==> src/rtl/snowbro2_eeprom_93c46.sv <==
// 93C46 (64x16) serial EEPROM responder for snowbro2, oversampling SCS/SCLK/SDI on the CPU clock.
// Latency: SDO updates 3 CLK after a raw SCLK rise; NV_DOUT is registered with 1-CLK latency.
// Backpressure: none; SDO low reports busy while SCS is high and a program cycle is pending.
module snowbro2_eeprom_93c46 #(
    parameter int ADDR_W      = 6,
    parameter int DATA_W      = 16,
    parameter int BUSY_CYCLES = 48000
) (
    input  logic              CLK,
    input  logic              RESET_N,
    input  logic              SCS,
    input  logic              SCLK,
    input  logic              SDI,
    output logic              SDO,
    input  logic [ADDR_W-1:0] NV_ADDR,
    input  logic [DATA_W-1:0] NV_DIN,
    input  logic              NV_WE,
    output logic [DATA_W-1:0] NV_DOUT
);
    localparam int CW    = $clog2(((DATA_W > ADDR_W) ? DATA_W : ADDR_W) + 1);
    localparam int BW    = $clog2(DATA_W);
    localparam int BCW   = $clog2(BUSY_CYCLES + 1);
    localparam int DEPTH = 1 << ADDR_W;

    typedef enum logic [3:0] {
        S_IDLE, S_OPCODE, S_ADDR, S_READ_OUT, S_WRITE_IN,
        S_WRITE_ARM, S_BUSY, S_COMMIT, S_WAIT_CS
    } state_t;

    state_t            state;
    logic [DATA_W-1:0] mem [DEPTH];
    logic [1:0]        scs_sync, sclk_sync, sdi_sync;
    logic              sclk_prev;
    logic              scs_s, sdi_s, sclk_rise;
    logic [1:0]        op;
    logic [ADDR_W-1:0] addr, addr_next;
    logic [DATA_W-1:0] data_sr;
    logic [CW-1:0]     cnt;
    logic [BCW-1:0]    busy_cnt;
    logic              ewen, op_full, mem_we;

    assign scs_s     = scs_sync[1];
    assign sdi_s     = sdi_sync[1];
    assign sclk_rise = sclk_sync[1] & ~sclk_prev;
    assign addr_next = {addr[ADDR_W-2:0], sdi_s};

    // Single-word ops commit on the last busy cycle; full-array ops sweep addr through S_COMMIT.
    assign mem_we = (state == S_BUSY && busy_cnt == '0 && !op_full) || (state == S_COMMIT);

    // Array has no reset so contents survive RESET_N; commits take priority over the host port.
    always_ff @(posedge CLK) begin
        if (mem_we)
            mem[addr] <= data_sr;
        else if (NV_WE)
            mem[NV_ADDR] <= NV_DIN;
    end

    always_ff @(posedge CLK or negedge RESET_N) begin
        if (!RESET_N) begin
            scs_sync  <= '0;
            sclk_sync <= '0;
            sdi_sync  <= '0;
            sclk_prev <= 1'b0;
            state     <= S_IDLE;
            SDO       <= 1'b1;
            NV_DOUT   <= '0;
            op        <= '0;
            addr      <= '0;
            data_sr   <= '0;
            cnt       <= '0;
            busy_cnt  <= '0;
            ewen      <= 1'b0;
            op_full   <= 1'b0;
        end else begin
            scs_sync  <= {scs_sync[0], SCS};
            sclk_sync <= {sclk_sync[0], SCLK};
            sdi_sync  <= {sdi_sync[0], SDI};
            sclk_prev <= sclk_sync[1];
            NV_DOUT   <= mem[NV_ADDR];

            if (!scs_s && state != S_WRITE_ARM && state != S_BUSY && state != S_COMMIT) begin
                state <= S_IDLE;
                cnt   <= '0;
                SDO   <= 1'b1;
            end else begin
                case (state)
                    S_IDLE: begin
                        SDO <= 1'b1;
                        if (sclk_rise && sdi_s) begin
                            state <= S_OPCODE;
                            cnt   <= '0;
                        end
                    end
                    S_OPCODE: if (sclk_rise) begin
                        op <= {op[0], sdi_s};
                        if (cnt == CW'(1)) begin
                            state <= S_ADDR;
                            cnt   <= '0;
                        end else begin
                            cnt <= cnt + CW'(1);
                        end
                    end
                    S_ADDR: if (sclk_rise) begin
                        addr <= addr_next;
                        if (cnt == CW'(ADDR_W - 1)) begin
                            cnt <= '0;
                            case (op)
                                2'b10: begin
                                    state <= S_READ_OUT;
                                    SDO   <= 1'b0;
                                    cnt   <= CW'(DATA_W - 1);
                                end
                                2'b01: begin
                                    state   <= S_WRITE_IN;
                                    op_full <= 1'b0;
                                end
                                2'b11: begin
                                    state   <= S_WRITE_ARM;
                                    op_full <= 1'b0;
                                    data_sr <= '1;
                                end
                                default: begin
                                    // Opcode 00 extends into the top two address bits.
                                    case (addr_next[ADDR_W-1 -: 2])
                                        2'b11: begin ewen <= 1'b1; state <= S_WAIT_CS; end
                                        2'b00: begin ewen <= 1'b0; state <= S_WAIT_CS; end
                                        2'b10: begin
                                            state   <= S_WRITE_ARM;
                                            op_full <= 1'b1;
                                            data_sr <= '1;
                                        end
                                        default: begin
                                            state   <= S_WRITE_IN;
                                            op_full <= 1'b1;
                                        end
                                    endcase
                                end
                            endcase
                        end else begin
                            cnt <= cnt + CW'(1);
                        end
                    end
                    S_READ_OUT: if (sclk_rise) begin
                        SDO <= mem[addr][cnt[BW-1:0]];
                        if (cnt == '0) begin
                            addr <= addr + ADDR_W'(1);
                            cnt  <= CW'(DATA_W - 1);
                        end else begin
                            cnt <= cnt - CW'(1);
                        end
                    end
                    S_WRITE_IN: if (sclk_rise) begin
                        data_sr <= {data_sr[DATA_W-2:0], sdi_s};
                        if (cnt == CW'(DATA_W - 1))
                            state <= S_WRITE_ARM;
                        else
                            cnt <= cnt + CW'(1);
                    end
                    S_WRITE_ARM: if (!scs_s) begin
                        cnt <= '0;
                        if (ewen) begin
                            state    <= S_BUSY;
                            busy_cnt <= BCW'(BUSY_CYCLES - 1);
                        end else begin
                            state <= S_IDLE;
                        end
                    end
                    S_BUSY: begin
                        SDO <= ~scs_s;
                        if (busy_cnt == '0) begin
                            if (op_full) begin
                                state <= S_COMMIT;
                                addr  <= '0;
                            end else begin
                                state <= S_IDLE;
                                SDO   <= 1'b1;
                            end
                        end else begin
                            busy_cnt <= busy_cnt - BCW'(1);
                        end
                    end
                    S_COMMIT: begin
                        SDO  <= ~scs_s;
                        addr <= addr + ADDR_W'(1);
                        if (addr == '1) begin
                            state <= S_IDLE;
                            SDO   <= 1'b1;
                        end
                    end
                    S_WAIT_CS: SDO <= 1'b1;
                    default:   state <= S_IDLE;
                endcase
            end
        end
    end
endmodule

==> config.mk <==
export PLATFORM = sky130hd
export DESIGN_NAME = snowbro2_eeprom_93c46
export DESIGN_NICKNAME = d
export VERILOG_FILES = /design/src/rtl/snowbro2_eeprom_93c46.sv
export SDC_FILE = /design/constraint.sdc
export NUM_CORES = 1
export LEC_CHECK = 0
export ABC_CLOCK_PERIOD_IN_PS = 3500
export BUFFER_PORTS_ARGS = -buffer_cell sky130_fd_sc_hd__buf_2
export CORE_MARGIN = 8
export CORE_UTILIZATION = 40
export CTS_CLUSTER_DIAMETER = 200
export DETAILED_ROUTE_END_ITERATION = 10
export HOLD_SLACK_MARGIN = 0.08
export PLACE_DENSITY_LB_ADDON = 0.05
export RECOVER_POWER = 50
export SLEW_MARGIN = 25
export SYNTH_ARGS = -nofsm -noshare
export SYNTH_HDL_FRONTEND = slang
export SYNTH_SLANG_ARGS = --single-unit
==> constraint.sdc <==
create_clock -name CLK -period 3.5 [get_ports CLK]
set_input_delay 0.35 -clock CLK [delete_from_list [all_inputs] [get_ports CLK]]
set_output_delay 0.35 -clock CLK [all_outputs]
set_load 0.02 [all_outputs]
Word-level counts from Yosys, hierarchy flattened:

Memories as Yosys holds them, arrays and structs flattened. A register that Yosys moved wholly into a read port is not among the register bits.
Index checks and enable logic that the tools add are counted.

* bits in registers: 59
* latch bits: 0
* memory bits (writable): 1024
* ROM bits: 0
* output and inout bits: 17
* logic and storage cells: 175
* memories: 1

* add/subtract/negate cells: 4
* multiply operators: 0
* divide/modulo/power cells: 0
* order comparisons: 1
* equality and inequality tests: 47
* shifts and indexed selects: 0
* multiplexer cells: 67
* bitwise operators: 6
* reduce and logical (&&, ||, !) cells: 36

Memories
* mem: depth 64, width 16, read ports 2, clocked after Yosys merged registers in 1, write ports 1, line 31 `logic [DATA_W-1:0] mem [DEPTH];`

Operators by type and width (count)
* 16-bit two-way mux: 8
* 16-bit one-hot mux with 2 select lines: 3
* 5-bit two-way mux: 11
* 4-bit two-way mux: 12
* 6-bit two-way mux: 6
* 4-bit one-hot mux with 8 select lines: 1
* 3-bit != test, second input constant: 10
* 5-bit one-hot mux with 6 select lines: 1
* 6-bit one-hot mux with 4 select lines: 1
* 2-bit != test, second input constant: 11
* 4-bit by 3-bit == test with 1-bit output, second input constant: 4
* 16-bit logical NOT: 1
* 1-bit two-way mux: 16
* 16-bit OR reduction: 1
* 16-bit by 1-bit subtractor with 16-bit output, second input constant: 1
* 7-bit AND reduction: 2
* 4-bit by 3-bit != test with 1-bit output, second input constant: 3
* 4-bit one-hot mux with 3 select lines: 1
* 6-bit AND reduction: 2
* 11-bit AND reduction: 1
* 5-bit AND reduction: 2
* 2-bit OR reduction: 5
* 3-bit by 1-bit != test with 1-bit output, second input constant: 3
* 2-bit == test, second input constant: 4
* 34 further kinds: 51

Logic depth before layout (Yosys ltp):

Gate-level depths: netlist (run 1).

* depth in word-level cells: 8
* mapped depth: 13

Least setup slack after synthesis (run 1):

Ideal clock, no wire load.

* path kind: register -> register
* start point: register busy_cnt[8]
* end point: memory mem[18][0], enable pin
* library setup time: 0.389 ns
* arrival: 3.149 ns
* setup slack: -0.038 ns
* stages on the path, launching flop included: 10
* buffers on the path: 1
* clock period less this slack: 3.538 ns
* cells stage by stage: dfrtp_1 -> or4_4 -> nor4_4 -> nor4b_4 -> a21oi_2 -> o21ai_4 -> buf_6 -> mux2i_1 -> nand2_2 -> nor2_1

* cells in the longest elaborated chain, start to end: 8

Ends and longest elaborated chain
* start: declaration: line 39 `logic [BCW-1:0] busy_cnt;`
* start signal: assignment: line 163 `busy_cnt <= BCW'(BUSY_CYCLES - 1);`
* start signal: assignment: line 179 `busy_cnt <= busy_cnt - BCW'(1);`
* 16-bit logical NOT (*): line 48 `assign mem_we = (state == S_BUSY && busy_cnt == '0 && !op_full) || (state == S_COMMIT);`
* 1-bit logical AND (*) (2 in a row): line 48
* 1-bit logical OR (*): line 48
* 1-bit two-way mux: line 52 `if (mem_we)`
* 1-bit two-way mux (not written as such): line 55 `mem[NV_ADDR] <= NV_DIN;`
* 16-bit OR reduction (no source line)
* 6-bit two-way mux (no source line) or 1-bit two-way mux (tied branches)
* end: declaration: line 31

Every way passes the cells marked *; elsewhere a longest branch is shown, timed or not.

Worst setup path in the final report (run 1):

* start point: register busy_cnt[7]
* end point: memory mem[12][9], enable pin

Same word-level chain as after synthesis.

==> results_dict.tcl, run 1 <==
set metrics [dict create \
    status "finished with violations" \
    cap_violations 1 \
    worstHoldStart "SCS" \
    fin_nets 2959 \
    p_seq_frac 0.388 \
    ir_drop_mv 0.534 \
    ys_async_sr_fraction 0.0682 \
    placed_area_mm2 0.0569 \
    rr_startpoint "busy_cnt[7]" \
    arrival_ns 3.99 \
    ios 45 \
    skew_ns 0.0403 \
    dp.cells 4417 \
    detail-route-antenna-nets 0 \
    overflow 0 \
    clock_latency_ns 0.75 \
    vias 30000 \
    rr_worst_depth 12 \
    antenna_found_initial 21 \
    h-tree-depth 3 \
    clock_power_share 0.303 \
    synth_cell_type_count 80 \
    place_congestion 0.864 \
    power_leakage_nw 20.0 \
    stdcell_area_mm2 0.0618 \
    io_buffers 44 \
    min_path_type "primary input to register" \
    place_hpwl_mm 119 \
    yosys.area.top_type "edfxtp_1" \
    cts.sinks 1099 \
    grt_usage 0.248 \
    grt_max_degree 66 \
    cpMostUsedCell "buf_12" \
    wl_mm 179 \
    wl_per_cell_um 38.4 \
    hold_path_depth 2 \
    finalWorstSetupSlack_ns -0.0308 \
    drc 0 \
    r2r-end "mem[12][9]" \
    cts_buffer_depth 3 \
    syn_nets 2651 \
    nFillCells 10400 \
    whs_endpoint "scs_sync[0]" \
    synth_common_cells "1024 x edfxtp_1, 585 x mux4_2, 114 x nor2_1" \
    worstPathRequired_ns 3.96 \
    die_area_mm2 0.141 \
    core_area_mm2 0.128 \
    grt_pass1_wl_mm 245 \
    final_cells 4677 \
    first_global_vias 30100 \
    finalCriticalPeriod_ns 3.53 \
    slowest_stage "or4_4" \
    slew_headroom -0.137 \
    intPower_mw 28.1 \
    synth_warnings 0 \
    cp-end-kind "register" \
    violations "max-capacitance violations, max-slew violations, negative setup slack" \
    power.density_mw_per_mm2 666 \
    synth-edff-count 1024 \
    max_freq_mhz 283 \
    r2r_slack_ns -0.03 \
    cts-root-buf "clkbuf_16" \
    cts_tree "done" \
    syn_inst 2606 \
    final.setup.tns_ns -0.418 \
    synth_seq_cells 1099 \
    fp-row-count 131 \
    path_class "register to register" \
    die_w_um 375 \
    ff_latch_area_mm2 0.0326 \
    multi_input_comb_area_mm2 0.0183 \
    cp-start-kind "register" \
    avgSynthCellArea_um2 19.8 \
    p_switching_mw 13.1 \
    synth_most_common_cell "edfxtp_1" \
    crit_fanout 8 \
    period_share 1.01 \
    swShare 0.317 \
    synth_area_mm2 0.0515 \
    cp.buffers_inverters 4 \
    setup_violations 43 \
    synthToLayoutAreaGrowth_pct 19.9 \
    yosysTopAreaCellShare 0.597 \
    clk_pin_slew_ns 0.06 \
    drt_iter0_markers 3567 \
    grt_setup_unrepaired "true" \
    path_delay_family "simple AND/OR/NAND/NOR gates" \
    die_y_um 375 \
    path_cells "or4_4 -> nor4_4 -> nor4b_4 -> buf_4 -> a21oi_4 -> o21ai_4 -> buf_12 -> mux2i_4 -> nand2_4 -> buf_12 -> nor2_4 -> clkbuf_16" \
    crit_cells 12 \
    finalHoldViolations 0 \
    fin_total_pwr_mw 41.2 \
    initial_core_util 0.404 \
    crit_path_max_incr_delay_ns 0.56 \
    p_comb_frac 0.310 \
    drv_slew 66 \
    final_layout_size_suffix_gt1_frac 0.415 \
    routed_via_density 6.42 \
    synth_seq_area_share 0.633 \
    drtPass1Iterations 7 \
    synth-main-ff-cell "edfxtp_1" \
    synthTopCellsByArea "edfxtp_1 60%, mux4_2 26%, dfrtp_1 3.6%" \
    cts-buffers-inserted 121 \
    tightest_slew_ns 1.71 \
]
timing repair:
item                       4_1_cts  5_1_grt
pin swaps                        2       17
setup endpoints to repair      450      957
hold buffers                     5        0
resized for setup               14       77
buffers inserted                 0       15
gates cloned                     0       16
hold endpoints to repair        68        0
flip-flops by register name, indices dropped and copies added, names as in the netlist:
name	cells
mem	1024
NV_DOUT	16
busy_cnt	16
data_sr	16
addr	6
cnt	5
state	4
op	2
sclk_sync	2
scs_sync	2
sdi_sync	2
SDO	1
ewen	1
op_full	1
sclk_prev	1
worst register-to-register path, cell delays in order (launching register included):
cell       delay [ns]
dfrtp_1          0.37
or4_4            0.56
nor4_4           0.35
nor4b_4          0.27
buf_4            0.18
a21oi_4          0.10
o21ai_4          0.27
buf_12           0.18
mux2i_4          0.30
nand2_4          0.10
buf_12           0.16
nor2_4           0.19
clkbuf_16        0.24
stage by stage:
stage	worst slack [ns]	hold slack, ns	util
after floorplan	-0.0377	0.0544	-
after global placement	-0.242	0.348	0.446
after detailed placement	-0.188	0.338	0.446
after CTS	0.00165	0.147	0.477
after global routing	-0.142	0.228	0.484
final	-0.0308	0.259	0.484
per-layer routing:
metal / track usage / up-vias / wire length (um)
li1: - / 11900 / -
met1: 0.355 / 16300 / 74900
met2: 0.383 / 1506 / 83000
met3: 0.0535 / 270 / 15200
met4: 0.0717 / 8 / 6210
met5: 0 / - / 60
cell families after synthesis:
family / after synthesis / share of synthesized area
AO/OA/AOI/OAI: 270 / 0.0381
XOR/XNOR: 11 / 0.00187
AND/OR/NAND/NOR: 320 / 0.0298
flip-flops: 1099 / 0.633
multiplexers: 674 / 0.274
buffers and inverters: 215 / 0.0194
adder cells (fa/ha/maj): 17 / 0.00413
how the worst max path moves through the flow:
stage                start     endpoint  slack [ns]
5_1_grt        busy_cnt[7]  mem[12][11]       -0.14
4_1_cts        busy_cnt[9]    mem[4][3]       0.002
3_3_place_gp   busy_cnt[9]  mem[48][14]       -0.24
3_5_place_dp   busy_cnt[9]    mem[5][2]       -0.19
6_report       busy_cnt[7]   mem[12][9]       -0.03
2_1_floorplan  busy_cnt[8]   mem[18][0]       -0.04
cell type report:
type / instances / share of cell area
Sequential cell: 1099 / 0.528
Multi-Input combinational cell: 1292 / 0.297
Timing Repair Buffer: 381 / 0.0775
Clock buffer: 147 / 0.0513
Tap cell: 1662 / 0.0337
Clock inverter: 73 / 0.0110
Inverter: 19 / 0.00115
Antenna cell: 4 / 0.000162
power by group through the flow:
stage / logic (mW) / registers (mW) / clock network [mW]
5_1_grt: 13.3 / 16.0 / 13.2
2_1_floorplan: 7.15 / 16.1 / 0
6_report: 12.8 / 16.0 / 12.5
3_5_place_dp: 12.6 / 16.2 / 0
3_3_place_gp: 12.5 / 16.2 / 0
4_1_cts: 12.6 / 15.9 / 12.7
layout by cell type, fill, tap and decap left out, drive strengths merged, types with 5 or more instances in the layout:
cell | Yosys | final
a211oi | 8 | 8
a21oi | 47 | 47
a221oi | 10 | 10
a22o | 11 | 11
a22oi | 41 | 41
a31oi | 16 | 16
and3 | 8 | 8
buf | 107 | 342
bufinv | 0 | 11
clkbuf | 89 | 181
clkinv | 0 | 53
clkinvlp | 0 | 6
dfrtp | 74 | 74
dlygate4sd3 | 0 | 5
edfxtp | 1024 | 1024
ha | 17 | 17
inv | 19 | 22
mux2 | 29 | 29
mux2i | 60 | 60
mux4 | 585 | 585
nand2 | 86 | 86
nand2b | 17 | 17
nand3 | 16 | 16
nand3b | 6 | 6
nor2 | 114 | 114
nor2b | 13 | 13
nor3 | 23 | 23
nor4 | 9 | 9
o211ai | 7 | 7
o21ai | 42 | 42
o221ai | 6 | 6
o22a | 16 | 16
o22ai | 24 | 24
o31ai | 6 | 6
or3 | 6 | 6
xnor2 | 5 | 5
xor2 | 6 | 6
Note: power is estimated with default switching activity, not from simulation.
==> inputs of run 2 (changes only) <==
Settings changed: CORE_MARGIN 8 to not set.
==> results_dict.tcl, run 2 (synthesized netlist as in run 1, its figures left out) <==
set metrics [dict create \
    max_freq_mhz 290 \
    violations "max-capacitance violations, max-slew violations" \
    cts.sinks 1099 \
    finalCoreUtilization 0.480 \
    die_w_um 361 \
    wl_mm 178 \
    placed_area_mm2 0.0571 \
    cts-buffers-inserted 120 \
    final.setup.tns_ns 0 \
    h-tree-depth 3 \
    wl_per_cell_um 38.1 \
    grt_max_degree 76 \
    status "finished with violations" \
    die_y_um 361 \
    r2r_slack_ns 0.05 \
    stdcell_area_mm2 0.0613 \
    cap_violations 1 \
    first_global_vias 30600 \
    rr_startpoint "addr[0]" \
    layout_common_cells "1024 x edfxtp_1, 585 x mux4_2, 210 x buf_4" \
    skew_ns 0.0336 \
    worstHoldStart "SDI" \
    detail-route-antenna-nets 0 \
    drc 0 \
    min_path_type "primary input to register" \
    clock_latency_ns 0.76 \
    path_class "register to register" \
    grt_usage 0.276 \
    final_common_cell "edfxtp_1" \
    largest_reg_flops 1024 \
    whs_endpoint "sdi_sync[0]" \
    tightest_slew_ns 2.18 \
    crit_fanout 18 \
    ir_drop_mv 0.444 \
    pre_cts_ws_ns -0.116 \
    ios 45 \
    core_area_mm2 0.128 \
    drtPass1Iterations 6 \
    routed_via_density 6.47 \
    finalWorstSetupSlack_ns 0.0502 \
    clk_pin_slew_ns 0.06 \
    cp-end-kind "register" \
    cts-root-buf "clkbuf_16" \
    final_layout_size_suffix_gt1_frac 0.420 \
    die_area_mm2 0.130 \
    finalCriticalPeriod_ns 3.45 \
    place_hpwl_mm 123 \
    synthToLayoutAreaGrowth_pct 19.0 \
    period_share 0.986 \
    fin_nets 2971 \
    finalHoldViolations 0 \
    slew_headroom -0.456 \
    cp-start-kind "register" \
    setup_violations 0 \
    vias 30300 \
    io_buffers 44 \
    drv_slew 76 \
    crit_path_max_incr_delay_ns 0.53 \
    cts_buffer_depth 3 \
    place_congestion 0.906 \
    overflow 0 \
    cts_tree "done" \
    grt_pass1_wl_mm 249 \
    drt_iter0_markers 3811 \
    rr_worst_depth 11 \
    initial_core_util 0.404 \
    antenna_found_initial 8 \
    regMostFlops "mem" \
    power_leakage_nw 20.0 \
    fp-row-count 131 \
    arrival_ns 4.08 \
    slowest_stage "mux4_2" \
    hold_path_depth 2 \
    path_cells "buf_12 -> buf_12 -> buf_4 -> buf_4 -> mux4_2 -> a211o_1 -> o22ai_1 -> o31a_1 -> o211a_1 -> o31a_1 -> o21ai_1" \
    r2r-end "SDO" \
    power.density_mw_per_mm2 684 \
    worstPathRequired_ns 4.14 \
]
## run 2: cell types whose count changed in the layout (fill, tap and decap cells not counted), sizes merged
cell | before | now
buf | 342 | 363
clkinvlp | 6 | 8
bufinv | 11 | 17
inv | 22 | 25
dlygate4sd3 | 5 | 4
clkbuf | 181 | 167
diode | 4 | 3
clkinv | 53 | 50
## run 2: area by class of cell
type	instances	area [um2]
multi-input cells	1292	18200
clock buffers	140	3100
diodes	3	7.51
flip-flops and latches	1099	32600
fillers	10500	66400
repair buffers	394	4360
well taps	1662	2080
inverters	19	71.3
clock inverters	81	881
## run 2: worst max path at each step
stage,startpoint,cells past startpoint,slack [ns],to
after floorplan,busy_cnt[8],9,-0.04,mem[18][0]
after global placement,addr[0],13,-0.13,SDO
after detailed placement,addr[0],13,-0.12,SDO
after CTS,busy_cnt[9],11,0.007,mem[42][1]
after global routing,busy_cnt[9],11,-0.02,mem[59][4]
final,addr[0],11,0.05,SDO
## run 2: per-layer routing
metal | vias up | global-route usage | share of wire
met5 | - | 0 | 0.00026
met4 | 6 | 0.0726 | 0.027
met3 | 224 | 0.0570 | 0.085
met2 | 1482 | 0.420 | 0.46
met1 | 16700 | 0.406 | 0.43
li1 | 11900 | - | -
## run 2: stage by stage
step,hold WS (ns),std cells,power (mW)
finish,0.265,4690,41.9
global route,0.244,4687,43.1
CTS,0.207,4679,42.1
detailed placement,0.337,4450,29.0
global placement,0.345,4450,29.0
floorplan,0.0544,2606,23.2
## run 2: report_power, final
part	leakage [nW]	switching [mW]	internal (mW)
clock network	1.94	5.42	7.57
logic	7.73	7.62	5.35
registers	10.3	0.325	15.6
total	20.0	13.4	28.6
## run 2: critical path: cells and delay by family, from the launching register on
kind                   cells  cell delay, ns
DFF                        1            0.46
muxes                      1            0.53
buffers and inverters      4            0.79
AOI/OAI and AO/OA          6            1.54
## run 2: repair_timing
item / 4_1_cts / 5_1_grt
hold buffers: 4 / 0
setup buffers: 4 / 7
hold endpoints to repair: 77 / 0
gates cloned: 0 / 1
setup endpoints to repair: 573 / 937
resized for setup: 5 / 32
